### src/rtl/rd_lat_stats.sv
// rtl/rd_lat_stats.sv - read-latency statistics collector (count/min/max/sum, optional histogram via RD_LAT_HIST_EN)
module rd_lat_stats #(
    parameter int LAT_WIDTH  = 16,
    parameter int CNT_WIDTH  = 32,
    parameter int SUM_WIDTH  = 48,
    parameter int HIST_SHIFT = 2
) (
    input  logic                 clk,
    input  logic                 rst_n,
    input  logic                 start,
    input  logic                 lat_timer_valid,
    input  logic [LAT_WIDTH-1:0] lat_timer,
    input  logic [63:0]          lat_timer_sum,
    input  logic                 end_of_exec,
    output logic                 busy,
    output logic                 stats_valid,
    output logic                 stats_done,
    output logic [CNT_WIDTH-1:0] sample_cnt,
    output logic [LAT_WIDTH-1:0] lat_min,
    output logic [LAT_WIDTH-1:0] lat_max,
    output logic [SUM_WIDTH-1:0] lat_total,
    output logic [63:0]          exec_cycles,
    input  logic [3:0]           hist_rd_idx,
    output logic [CNT_WIDTH-1:0] hist_rd_data
);

    typedef enum logic [1:0] {IDLE, COLLECT, DONE} state_t;

    state_t state;
    state_t state_next;

    logic [LAT_WIDTH-1:0] min_int;
    logic                 accept;
    logic [SUM_WIDTH:0]   total_add;

    always_ff @(posedge clk or negedge rst_n) begin
        if (!rst_n) begin
            state <= IDLE;
        end else begin
            state <= state_next;
        end
    end

    always_comb begin
        state_next = state;
        if (start) begin
            state_next = COLLECT;
        end else begin
            case (state)
                COLLECT: if (end_of_exec) state_next = DONE;
                default: state_next = state;
            endcase
        end
    end

    assign busy        = (state == COLLECT);
    assign stats_valid = (state == DONE);
    assign accept      = (state == COLLECT) && !start && lat_timer_valid;
    assign total_add   = {1'b0, lat_total} + (SUM_WIDTH+1)'(lat_timer);

    // Internal min idles at all-ones so the first sample always wins; the
    // visible min is masked to 0 until something has been counted.
    assign lat_min = (sample_cnt == '0) ? '0 : min_int;

    always_ff @(posedge clk or negedge rst_n) begin
        if (!rst_n) begin
            sample_cnt  <= '0;
            min_int     <= '1;
            lat_max     <= '0;
            lat_total   <= '0;
            exec_cycles <= '0;
            stats_done  <= 1'b0;
        end else begin
            stats_done <= 1'b0;
            if (start) begin
                sample_cnt  <= '0;
                min_int     <= '1;
                lat_max     <= '0;
                lat_total   <= '0;
                exec_cycles <= '0;
            end else if (state == COLLECT) begin
                if (accept) begin
                    if (!(&sample_cnt)) sample_cnt <= sample_cnt + CNT_WIDTH'(1);
                    if (lat_timer < min_int) min_int <= lat_timer;
                    if (lat_timer > lat_max) lat_max <= lat_timer;
                    lat_total <= total_add[SUM_WIDTH] ? '1 : total_add[SUM_WIDTH-1:0];
                end
                if (end_of_exec) begin
                    exec_cycles <= lat_timer_sum;
                    stats_done  <= 1'b1;
                end
            end
        end
    end

`ifdef RD_LAT_HIST_EN
    logic [LAT_WIDTH-1:0] shifted;
    logic [3:0]           bin_idx;
    logic [CNT_WIDTH-1:0] bins [16];

    assign shifted = lat_timer >> HIST_SHIFT;
    assign bin_idx = (shifted > LAT_WIDTH'(15)) ? 4'd15 : shifted[3:0];

    always_ff @(posedge clk or negedge rst_n) begin
        if (!rst_n) begin
            for (int i = 0; i < 16; i++) bins[i] <= '0;
            hist_rd_data <= '0;
        end else begin
            hist_rd_data <= bins[hist_rd_idx];
            if (start) begin
                for (int i = 0; i < 16; i++) bins[i] <= '0;
            end else if (accept && !(&bins[bin_idx])) begin
                bins[bin_idx] <= bins[bin_idx] + CNT_WIDTH'(1);
            end
        end
    end
`else
    logic unused_hist;
    assign unused_hist  = ^hist_rd_idx;
    assign hist_rd_data = '0;
`endif

endmodule

### config.mk
export PLATFORM = sky130hd
export DESIGN_NAME = rd_lat_stats
export DESIGN_NICKNAME = d
export VERILOG_FILES = /design/src/rtl/rd_lat_stats.sv
export SDC_FILE = /design/constraint.sdc
export NUM_CORES = 1
export LEC_CHECK = 0
export CORE_MARGIN = 2
export CORE_UTILIZATION = 30
export DETAILED_ROUTE_END_ITERATION = 8
export PLACE_DENSITY = 0.62
export SKIP_LAST_GASP = 1
export SYNTH_ARGS = -nofsm -noshare
export SYNTH_HDL_FRONTEND = slang
export SYNTH_SLANG_ARGS = --single-unit
### constraint.sdc
create_clock -name clk -period 2.5 [get_ports clk]
set_input_delay 0.5 -clock clk [delete_from_list [all_inputs] [get_ports clk]]
set_output_delay 0.5 -clock clk [all_outputs]
set_load 0.1 [all_outputs]
==> impl_metrics.env <==
export IMPL_slowest_delay_ps=490
export IMPL_critPathKind="register to register"
export IMPL_dieHeight_um=185
export IMPL_p_int_mw=5.91
export IMPL_hold_class="input port to async pin"
export IMPL_path_depth=11
export IMPL_start_kind="register"
export IMPL_sw_frac_of_total_pct=40.4
export IMPL_pwr_share_clk_pct=29.0
export IMPL_drv_slew=0
export IMPL_seqCellArea_mm2=0.00465
export IMPL_violations="negative setup slack"
export IMPL_path_cells="ha_4 -> fa_2 -> a211oi_4 -> nor3_2 -> o211a_1 -> o211ai_1 -> buf_4 -> buf_6 -> nand2_8 -> nor4b_4 -> nor3_1"
export IMPL_critPathBufInv=2
export IMPL_nets=1529
export IMPL_timing_rr_start="lat_total[0]"
export IMPL_syn_area_mm2=0.00988
export IMPL_insertedDiodeCount=0
export IMPL_grt_max_degree=67
export IMPL_skew_ps=15.9
export IMPL_tightest_slew_ps=735
export IMPL_synth_largest_area_cell="dfrtp_1"
export IMPL_p_leak_nw=7.02
export IMPL_wirelength_um=32900
export IMPL_first_pass_iters=5
export IMPL_cts_tree="done"
export IMPL_hold_ws_ps=464
export IMPL_p_per_area_mw_per_mm2=646
export IMPL_cts_buffer_depth=2
export IMPL_yosysWarnings=0
export IMPL_utilization_pct=47.3
export IMPL_synth_edf_count=0
export IMPL_globalRouteOverflowTotal=0
export IMPL_grt_pass1_wl_um=50100
export IMPL_routedWlPerCell_um=17.8
export IMPL_cts_buffers=17
export IMPL_cts_clk_slew_worst_paths_ps=80
export IMPL_synth_cell_types=63
export IMPL_cts_root_buffer="clkbuf_16"
export IMPL_crit_family="compound AO/OA/AOI/OAI gates"
export IMPL_pin_count=300
export IMPL_reg2reg_to="lat_total[43]"
export IMPL_layout_worst_path_cycle_share_pct=107
export IMPL_htree_levels=4
export IMPL_fin_tns_setup_ps=-5190
export IMPL_first_iter_violations=647
export IMPL_antenna_left=0
export IMPL_maxSlewHeadroom_pct=51.0
export IMPL_crit_fanout=4
export IMPL_antenna_found_initial=0
export IMPL_r2r_worst_path_cells=11
export IMPL_setup_ws_ps=-184
export IMPL_end_kind="register"
export IMPL_outcome="finished with violations"
export IMPL_vdd_drop_max_v=0.000464
export IMPL_final_setup_viol_count=53
export IMPL_num_rows=66
export IMPL_drv_cap=0
export IMPL_syn_inst=1015
export IMPL_cpMaxStageDelayCell="dfrtp_4"
export IMPL_grt_pass1_vias=9017
export IMPL_fin_crit_ps=2680
export IMPL_via_count=9212
export IMPL_cp_required_ps=2830
export IMPL_viasPerCell=4.99
export IMPL_area_growth_syn_to_layout_pct=55.3
export IMPL_r2r_slack_ps=-180
export IMPL_yosys_top_cells_count="dfrtp_1 (163), nor2_1 (131), a22o_1 (64), nand2_1 (55)"
export IMPL_synth_area_leaders="dfrtp_1 (41%), ha_1 (6.2%), a22o_1 (5.7%)"
export IMPL_hpwl_um=23700
export IMPL_fill_cells=3036
export IMPL_sequentialPowerShare_pct=32.4
export IMPL_dieArea_mm2=0.0344
export IMPL_synthFlopType="dfrtp_1"
export IMPL_rsz0062_at_grt="yes"
export IMPL_drc=0
export IMPL_clkLatencyLatePin_ps=440
export IMPL_switchingPower_mw=4.01
export IMPL_multi_input_area_mm2=0.00567
export IMPL_layout_drive_gt1_share_pct=39.7
export IMPL_start_util_pct=30.4
export IMPL_netlist_area_leader_share_pct=41.3
export IMPL_die_w_um=185
export IMPL_yosysSeqAreaShare_pct=45.5
export IMPL_post_dp_cell_area_mm2=0.0139
export IMPL_yosys_register_bits=179
export IMPL_yosys_cell_count_top_type="dfrtp_1"
export IMPL_avgSynthCellArea_um2=9.73
export IMPL_final_area_mm2=0.0153
export IMPL_cts_sinks=179
export IMPL_placeableCoreArea_mm2=0.0325
export IMPL_gp_congestion=0.901
export IMPL_comb_power_share_pct=38.6
export IMPL_hold_viol_final=0
export IMPL_async_flop_share_pct=100
export IMPL_cp_arrival_ps=3010
export IMPL_portBuffers=263
export IMPL_fmax_ghz=0.373
export IMPL_gr_usage_all_layers_pct=18.7
-- power groups by stage --
stage          sequential (mW)  clock (mW)  combinational, mW
2_1_floorplan             4.17           0               1.53
3_3_place_gp              3.26           0               3.57
3_5_place_dp              3.25           0               3.60
4_1_cts                   3.20        2.96               3.72
5_1_grt                   3.23        3.06               4.02
6_report                  3.21        2.87               3.83
-- how the worst max path moves through the flow --
stage | slack (ps) | start | endpoint
after floorplan | -200 | lat_total[0] | lat_total[37]
after detailed placement | -640 | lat_timer[0] | lat_total[43]
after CTS | -220 | sample_cnt[1] | lat_min[0]
after global routing | -270 | lat_total[0] | lat_total[43]
final | -180 | lat_total[0] | lat_total[43]
after global placement | -550 | lat_timer[0] | lat_total[34]
-- stage by stage --
step | std cells | setup slack [ps] | power, mW
3_3_place_gp | 1795 | -547 | 6.83
3_5_place_dp | 1795 | -645 | 6.85
5_1_grt | 1845 | -269 | 10.3
4_1_cts | 1841 | -223 | 9.89
6_report | 1845 | -184 | 9.91
2_1_floorplan | 1046 | -204 | 5.70
-- worst register-to-register path, cell delays in order, from the launching register on --
cell and delay, ps:
dfrtp_4 490, ha_4 170, fa_2 370, a211oi_4 240, nor3_2 80, o211a_1 280, o211ai_1 240, buf_4 190
buf_6 130, nand2_8 60, nor4b_4 260, nor3_1 60
-- repair_timing --
| item | in CTS | in global routing |
|---|---|---|
| gates cloned | 2 | 1 |
| hold buffers | 1 | 0 |
| buffers inserted | 11 | 4 |
| gates resized for setup | 50 | 76 |
| pin swaps | 21 | 43 |
| endpoints found under the hold margin | 19 | 0 |
| endpoints found under the setup margin | 56 | 96 |
-- per-layer routing --
metal / part of all wire [%] / routed length, µm / vias to the layer above / global-route usage (%)
li1: - / - / 4336 / -
met1: 45 / 14700 / 4499 / 25.6
met2: 47 / 15500 / 349 / 30.0
met3: 7.3 / 2390 / 28 / 4.62
met4: 0.94 / 310 / 0 / 4.25
met5: 0 / 0 / - / 0
-- state kept, by name (all words and copies together), names as in the netlist --
signal / cells
exec_cycles: 64
lat_max: 16
lat_total: 48
min_int: 16
sample_cnt: 32
state: 2
stats_done: 1
-- layout by cell type (no fill, tap or decap), types with 20 or more instances in the layout --
cell type / count
buf_4: 278
nor2_1: 108
dfrtp_1: 83
clkdlybuf4s50_1: 68
a22o_1: 64
dfrtp_2: 58
nand2_1: 53
inv_1: 43
a21oi_1: 43
mux2i_1: 43
o21ai_0: 40
ha_1: 34
conb_1: 32
xor2_1: 25
nand4_1: 24
buf_12: 24
nand3_1: 22
dfrtp_4: 22
clkbuf_16: 20
-- final cells by class --
class / count / share of cell area [%]
clock buffers: 19 / 2.82
repair buffers: 404 / 24.0
clock inverters: 13 / 1.16
multi-input cells: 743 / 37.0
inverters: 45 / 1.13
flip-flops and latches: 179 / 30.3
well taps: 442 / 3.60
-- kinds of logic after synthesis --
| logic type | count (synthesis) | synth area share (%) |
|---|---|---|
| DFF | 179 | 45.5 |
| muxes | 43 | 4.36 |
| buffers and inverters | 124 | 6.12 |
| AOI/OAI and AO/OA | 245 | 17.4 |
| and+or+nand+nor | 329 | 16.3 |
| adders and majority gates | 50 | 6.41 |
| other | 1 | 0.0380 |
| xor gates and xnor gates | 44 | 3.90 |
Power figures use the tool's default switching activity.
